[src/rtl/cpu_pkg.sv]
// cpu_pkg: shared FSM state encodings and default datapath width
package cpu_pkg;
  localparam int CPU_XLEN = 8;
  typedef enum logic [1:0] {
    SA_IDLE = 2'd0,
    SA_RUN  = 2'd1,
    SA_DONE = 2'd2
  } sa_state_t;
endpackage

[src/rtl/serial_adder_if.sv]
// serial_adder_if: operand and result valid/ready handshakes of the serial adder
interface serial_adder_if import cpu_pkg::*; #(
  parameter int WIDTH = CPU_XLEN
);
  logic in_valid, in_ready, cin, out_valid, out_ready, cout, ovf;
  logic [WIDTH-1:0] a, b, sum;
  modport master (
    output in_valid, a, b, cin, out_ready,
    input  in_ready, out_valid, sum, cout, ovf
  );
  modport slave (
    input  in_valid, a, b, cin, out_ready,
    output in_ready, out_valid, sum, cout, ovf
  );
endinterface

[src/rtl/full_adder.sv]
// full_adder: two half adders chained, carries merged with an OR
module full_adder (
  input  logic a,
  input  logic b,
  input  logic cin,
  output logic sum,
  output logic cout
);
  logic s0, c0, c1;
  half_adder ha0 (.a(a), .b(b), .sum(s0), .cout(c0));
  half_adder ha1 (.a(s0), .b(cin), .sum(sum), .cout(c1));
  assign cout = c0 | c1;
endmodule

[src/rtl/half_adder.sv]
// half_adder: one-bit sum and carry of two inputs
module half_adder (
  input  logic a,
  input  logic b,
  output logic sum,
  output logic cout
);
  assign sum = a ^ b;
  assign cout = a & b;
endmodule

[src/rtl/serial_adder.sv]
// serial_adder: bit-serial adder, one full-adder step per clock, LSB first
module serial_adder import cpu_pkg::*; #(
  parameter int WIDTH = CPU_XLEN
) (
  input  logic clk,
  input  logic rst,
  serial_adder_if.slave bus
);
  localparam int CW = WIDTH > 1 ? $clog2(WIDTH) : 1;
  sa_state_t state;
  logic [WIDTH-1:0] a_sh, b_sh, sum_sh;
  logic [CW-1:0] cnt;
  logic carry, c_msb, cout_q, s, c;
  full_adder fa (.a(a_sh[0]), .b(b_sh[0]), .cin(carry), .sum(s), .cout(c));
  assign bus.in_ready = state == SA_IDLE;
  assign bus.out_valid = state == SA_DONE;
  assign bus.sum = sum_sh;
  assign bus.cout = cout_q;
  assign bus.ovf = c_msb ^ cout_q;
  // control FSM and serial datapath: load on accept, one bit per RUN cycle, hold in DONE
  always_ff @(posedge clk) begin
    if (rst) begin
      state <= SA_IDLE;
      a_sh <= '0;
      b_sh <= '0;
      sum_sh <= '0;
      cnt <= '0;
      carry <= 1'b0;
      c_msb <= 1'b0;
      cout_q <= 1'b0;
    end else if (state == SA_IDLE) begin
      if (bus.in_valid) begin
        a_sh <= bus.a;
        b_sh <= bus.b;
        carry <= bus.cin;
        cnt <= '0;
        state <= SA_RUN;
      end
    end else if (state == SA_RUN) begin
      sum_sh <= (sum_sh >> 1) | (WIDTH'(s) << (WIDTH - 1));
      a_sh <= a_sh >> 1;
      b_sh <= b_sh >> 1;
      carry <= c;
      cnt <= cnt + 1'b1;
      if (cnt == CW'(WIDTH - 1)) begin
        c_msb <= carry;
        cout_q <= c;
        state <= SA_DONE;
      end
    end else if (state == SA_DONE) begin
      if (bus.out_ready) state <= SA_IDLE;
    end else begin
      state <= SA_IDLE;
    end
  end
endmodule
[src/flat_wrapper.sv]
// flat-port wrapper written by rule: the top's interface ports become plain ports
module serial_adder_flat import cpu_pkg::*;
#(
  parameter int WIDTH = CPU_XLEN
)
  (clk, rst, bus_in_valid, bus_a, bus_b, bus_cin, bus_out_ready, bus_in_ready, bus_out_valid, bus_sum, bus_cout, bus_ovf);
  serial_adder_if #(.WIDTH(WIDTH)) bus_i ();
  input  logic clk;
  input  logic rst;
  input wire logic [$bits(bus_i.in_valid)-1:0] bus_in_valid;
  input wire logic [$bits(bus_i.a)-1:0] bus_a;
  input wire logic [$bits(bus_i.b)-1:0] bus_b;
  input wire logic [$bits(bus_i.cin)-1:0] bus_cin;
  input wire logic [$bits(bus_i.out_ready)-1:0] bus_out_ready;
  output wire logic [$bits(bus_i.in_ready)-1:0] bus_in_ready;
  output wire logic [$bits(bus_i.out_valid)-1:0] bus_out_valid;
  output wire logic [$bits(bus_i.sum)-1:0] bus_sum;
  output wire logic [$bits(bus_i.cout)-1:0] bus_cout;
  output wire logic [$bits(bus_i.ovf)-1:0] bus_ovf;
  assign bus_i.in_valid = bus_in_valid;
  assign bus_i.a = bus_a;
  assign bus_i.b = bus_b;
  assign bus_i.cin = bus_cin;
  assign bus_i.out_ready = bus_out_ready;
  assign bus_in_ready = bus_i.in_ready;
  assign bus_out_valid = bus_i.out_valid;
  assign bus_sum = bus_i.sum;
  assign bus_cout = bus_i.cout;
  assign bus_ovf = bus_i.ovf;
  serial_adder #(.WIDTH(WIDTH)) u_core (.clk(clk), .rst(rst), .bus(bus_i));
endmodule
[config.mk]
export PLATFORM = sky130hd
export DESIGN_NAME = serial_adder_flat
export DESIGN_NICKNAME = d
export VERILOG_FILES = /design/src/rtl/cpu_pkg.sv /design/src/rtl/serial_adder_if.sv /design/src/rtl/full_adder.sv /design/src/rtl/half_adder.sv /design/src/rtl/serial_adder.sv /design/src/flat_wrapper.sv
export SDC_FILE = /design/constraint.sdc
export NUM_CORES = 1
export LEC_CHECK = 0
export CORE_ASPECT_RATIO = 2
export CORE_MARGIN = 2
export CORE_UTILIZATION = 40
export CTS_BUF_LIST = sky130_fd_sc_hd__clkbuf_2
export CTS_CLUSTER_DIAMETER = 40
export CTS_CLUSTER_SIZE = 12
export DETAILED_ROUTE_END_ITERATION = 8
export PLACE_DENSITY_LB_ADDON = 0.08
export SLEW_MARGIN = 20
export SYNTH_ARGS = -nofsm -noshare
export SYNTH_HDL_FRONTEND = slang
export SYNTH_SLANG_ARGS = --single-unit
[constraint.sdc]
create_clock -name clk -period 2.75 [get_ports clk]
set_clock_uncertainty 0.2 [all_clocks]
set_input_delay 0.275 -clock clk [delete_from_list [all_inputs] [get_ports clk]]
set_output_delay 0.275 -clock clk [all_outputs]
set_load 0.005 [all_outputs]
==> impl_metrics.toml <==
[run_status]
status = "finished clean"

[yosys]
synth.most_common_cell = "dfxtp_1"
yosys_most_used_dff = "dfxtp_1"
synth_seq_area_share_pct = 46.84
ys_top_cells_by_area = "dfxtp_1, o221a_1, a21oi_1"
synth_top_area_share_pct = 46.84
synth_cells = 144
synth_area_leader_cell = "dfxtp_1"
ys_ff_latch = 32
synth_nets = 168
synthDistinctLibCells = 27
synth_common_cells = "dfxtp_1, a21oi_1, nand2_1"
avgSynthCellArea_um2 = 9.497
ys_warn_count = 0
synth_edf_count = 0
synthArstFlopShare_pct = 0
syn_area_um2 = 1368

[global_route]
antenna_found_initial = 0
grt_overflow = 0
grt_max_degree = 33
grt_pass1_vias = 1094
track_usage_pct = 16.29
grt_first_pass_wirelength_um = 4685

[route]
drt_iter0_drc = 24
routed_wl_um = 2900
drc = 0
routed_via_density = 5.452
post_drt_wl_per_cell_um = 13.94
ant_nets = 0
routed-via-count = 1134
first_pass_iters = 4

[timing]
hold_viol = 0
drv_slew = 0
final.min_clock_period_ns = 2.077
setup-tns-final_ns = 0
setup_viol = 0
holdWs_ns = 0.2635
fmaxAchievable_mhz = 481.6
worstMarginPinSlew_ns = 0.6438
fin_ws_ns = 0.6734
slew-limit-headroom_pct = 57.04
timing.final.crit_share_pct = 75.51
rsz0062_at_grt = "no"

[worst_setup_path]
worstPathRequired_ns = 2.28
rr_startpoint = "u_core.state[0]"
cp_max_fo = 8
rr_worst_depth = 3
worstPathArrival_ns = 1.60
timing.rr.end = "u_core.b_sh[1]"
crit_path_end_kind = "primary output"
startpoint = "u_core.state[1]"
crit_end = "bus_out_valid"
start_kind = "flop"
reg2reg_slack_ns = 1.08
crit_type = "reg -> out"

[floorplan]
die_x_um = 45.35
die-area_um2 = 3931
die_h_um = 86.69
core_area_um2 = 3341
placementRows = 30
io_pins = 33
start_util_pct = 40.94

[clock_tree]
clockRootBuffer = "clkbuf_2"
insertion_delay_ns = 0.36
cts_max_level = 2
cts.sinks = 32
ctsHoldBuffers = 0
post_cts_buffers = 0
numCtsBuffers = 5
cts_tree = "built"
clock_path_buffers = 2
cts_resized = 0
clk_pin_slew_ns = 0.16

[power_and_ir_drop]
peakVddDrop_v = 0.0003032
pwr_density_cell_nw_per_um2 = 494.9
p_leak_uw = 0.0006439

[cells_and_area]
antenna-diode-count = 0
drive_above_1_share_pct = 14.77
nNetsFinal = 199
nFillCells = 339
instances_no_fill = 208
syn_to_final_growth_pct = 25.53

[placed_design]
place.gp.congestion = 0.7098
dpl.hpwl_um = 2020
io_buffers = 32
dp.cells = 200
dp_slack_ns = 0.7389

[job]
cap_violations = 0

[hold_path]
hp-class = "reg -> reg"
worstHoldStart = "u_core.bus.sum[0]"
-- final cells by class --
type	instances	area [µm²]	area share, %
clock buffers	5	25.02	1.458
repair buffers	34	335.3	19.53
inverters	16	60.06	3.499
clock inverters	3	13.76	0.8017
multi-input cells	86	601.8	35.06
well taps	32	40.04	2.332
flip-flops and latches	32	640.6	37.32
-- stage by stage --
stage | instance area, µm² | power (µW) | util [%]
floorplan | 1368 | 599.8 | -
global route | 1717 | 892.8 | 51.39
finish | 1717 | 849.5 | 51.39
detailed placement | 1678 | 650.4 | 50.22
CTS | 1717 | 858.1 | 51.39
global placement | 1678 | 646.0 | 50.22
-- layer usage --
metal	vias to the layer above	routed length (µm)	GRT usage, %	part of all wire, %
met5	-	0	0	0
met4	0	55	7.219	1.9
met3	5	110	4.583	3.8
met2	28	1615	30.13	56
met1	543	1119	15.54	39
li1	558	-	-	-
-- state kept, by name, summed over array words and instances (netlist names) --
name / count
u_core.bus.sum: 8
u_core.a_sh: 8
u_core.bus.cout: 1
u_core.b_sh: 8
u_core.c_msb: 1
u_core.carry: 1
u_core.cnt: 3
u_core.state: 2
-- worst min path at each step --
stage / to / slack, ns / depth (start not counted)
after global placement: u_core.bus.sum[0] / 0.25 / 2
after detailed placement: u_core.bus.sum[0] / 0.25 / 2
after global routing: u_core.bus.sum[0] / 0.28 / 2
after floorplan: u_core.a_sh[7] / 0.24 / 2
final: u_core.bus.sum[0] / 0.26 / 2
after CTS: u_core.bus.sum[0] / 0.27 / 2
-- power breakdown --
part	total, µW	internal (µW)	leakage [µW]	switching [µW]
registers	509	491	0.000263	18.7
logic	130	69.0	0.000351	61.2
clock network	210	56.9	0.0000302	153
total	850	617	0.000644	233
-- logic make-up (layout without fill, tap and decap cells) --
group	Yosys count	in the layout	share of synthesized area, %
multiplexers	3	3	2.196
AND/OR/NAND/NOR	34	34	11.07
flip-flops	32	32	46.84
adder cells (fa/ha/maj)	3	3	3.293
buffers and inverters	26	58	9.332
AO/OA/AOI/OAI	45	45	26.62
XOR/XNOR	1	1	0.6406
-- layout by cell type, fill, tap and decap left out, drive strengths merged --
cell,n
clkbuf,5
xor2,1
o21bai,1
nor2b,2
a32oi,2
buf,2
ha,2
mux2i,3
nand2,18
o221a,15
clkdlybuf4s50,32
nor2,9
fa,1
inv,16
nand2b,2
a22oi,2
nand3,1
nand3b,1
clkinv,3
nor3,1
a21oi,25
dfxtp,32
-- worst max-delay path, cell delays in order (launching register included) --
cell	delay (ns)
dfxtp_1	0.51
nor2b_1	0.22
clkdlybuf4s50_1	0.52
Power figures use the tool's default switching activity.
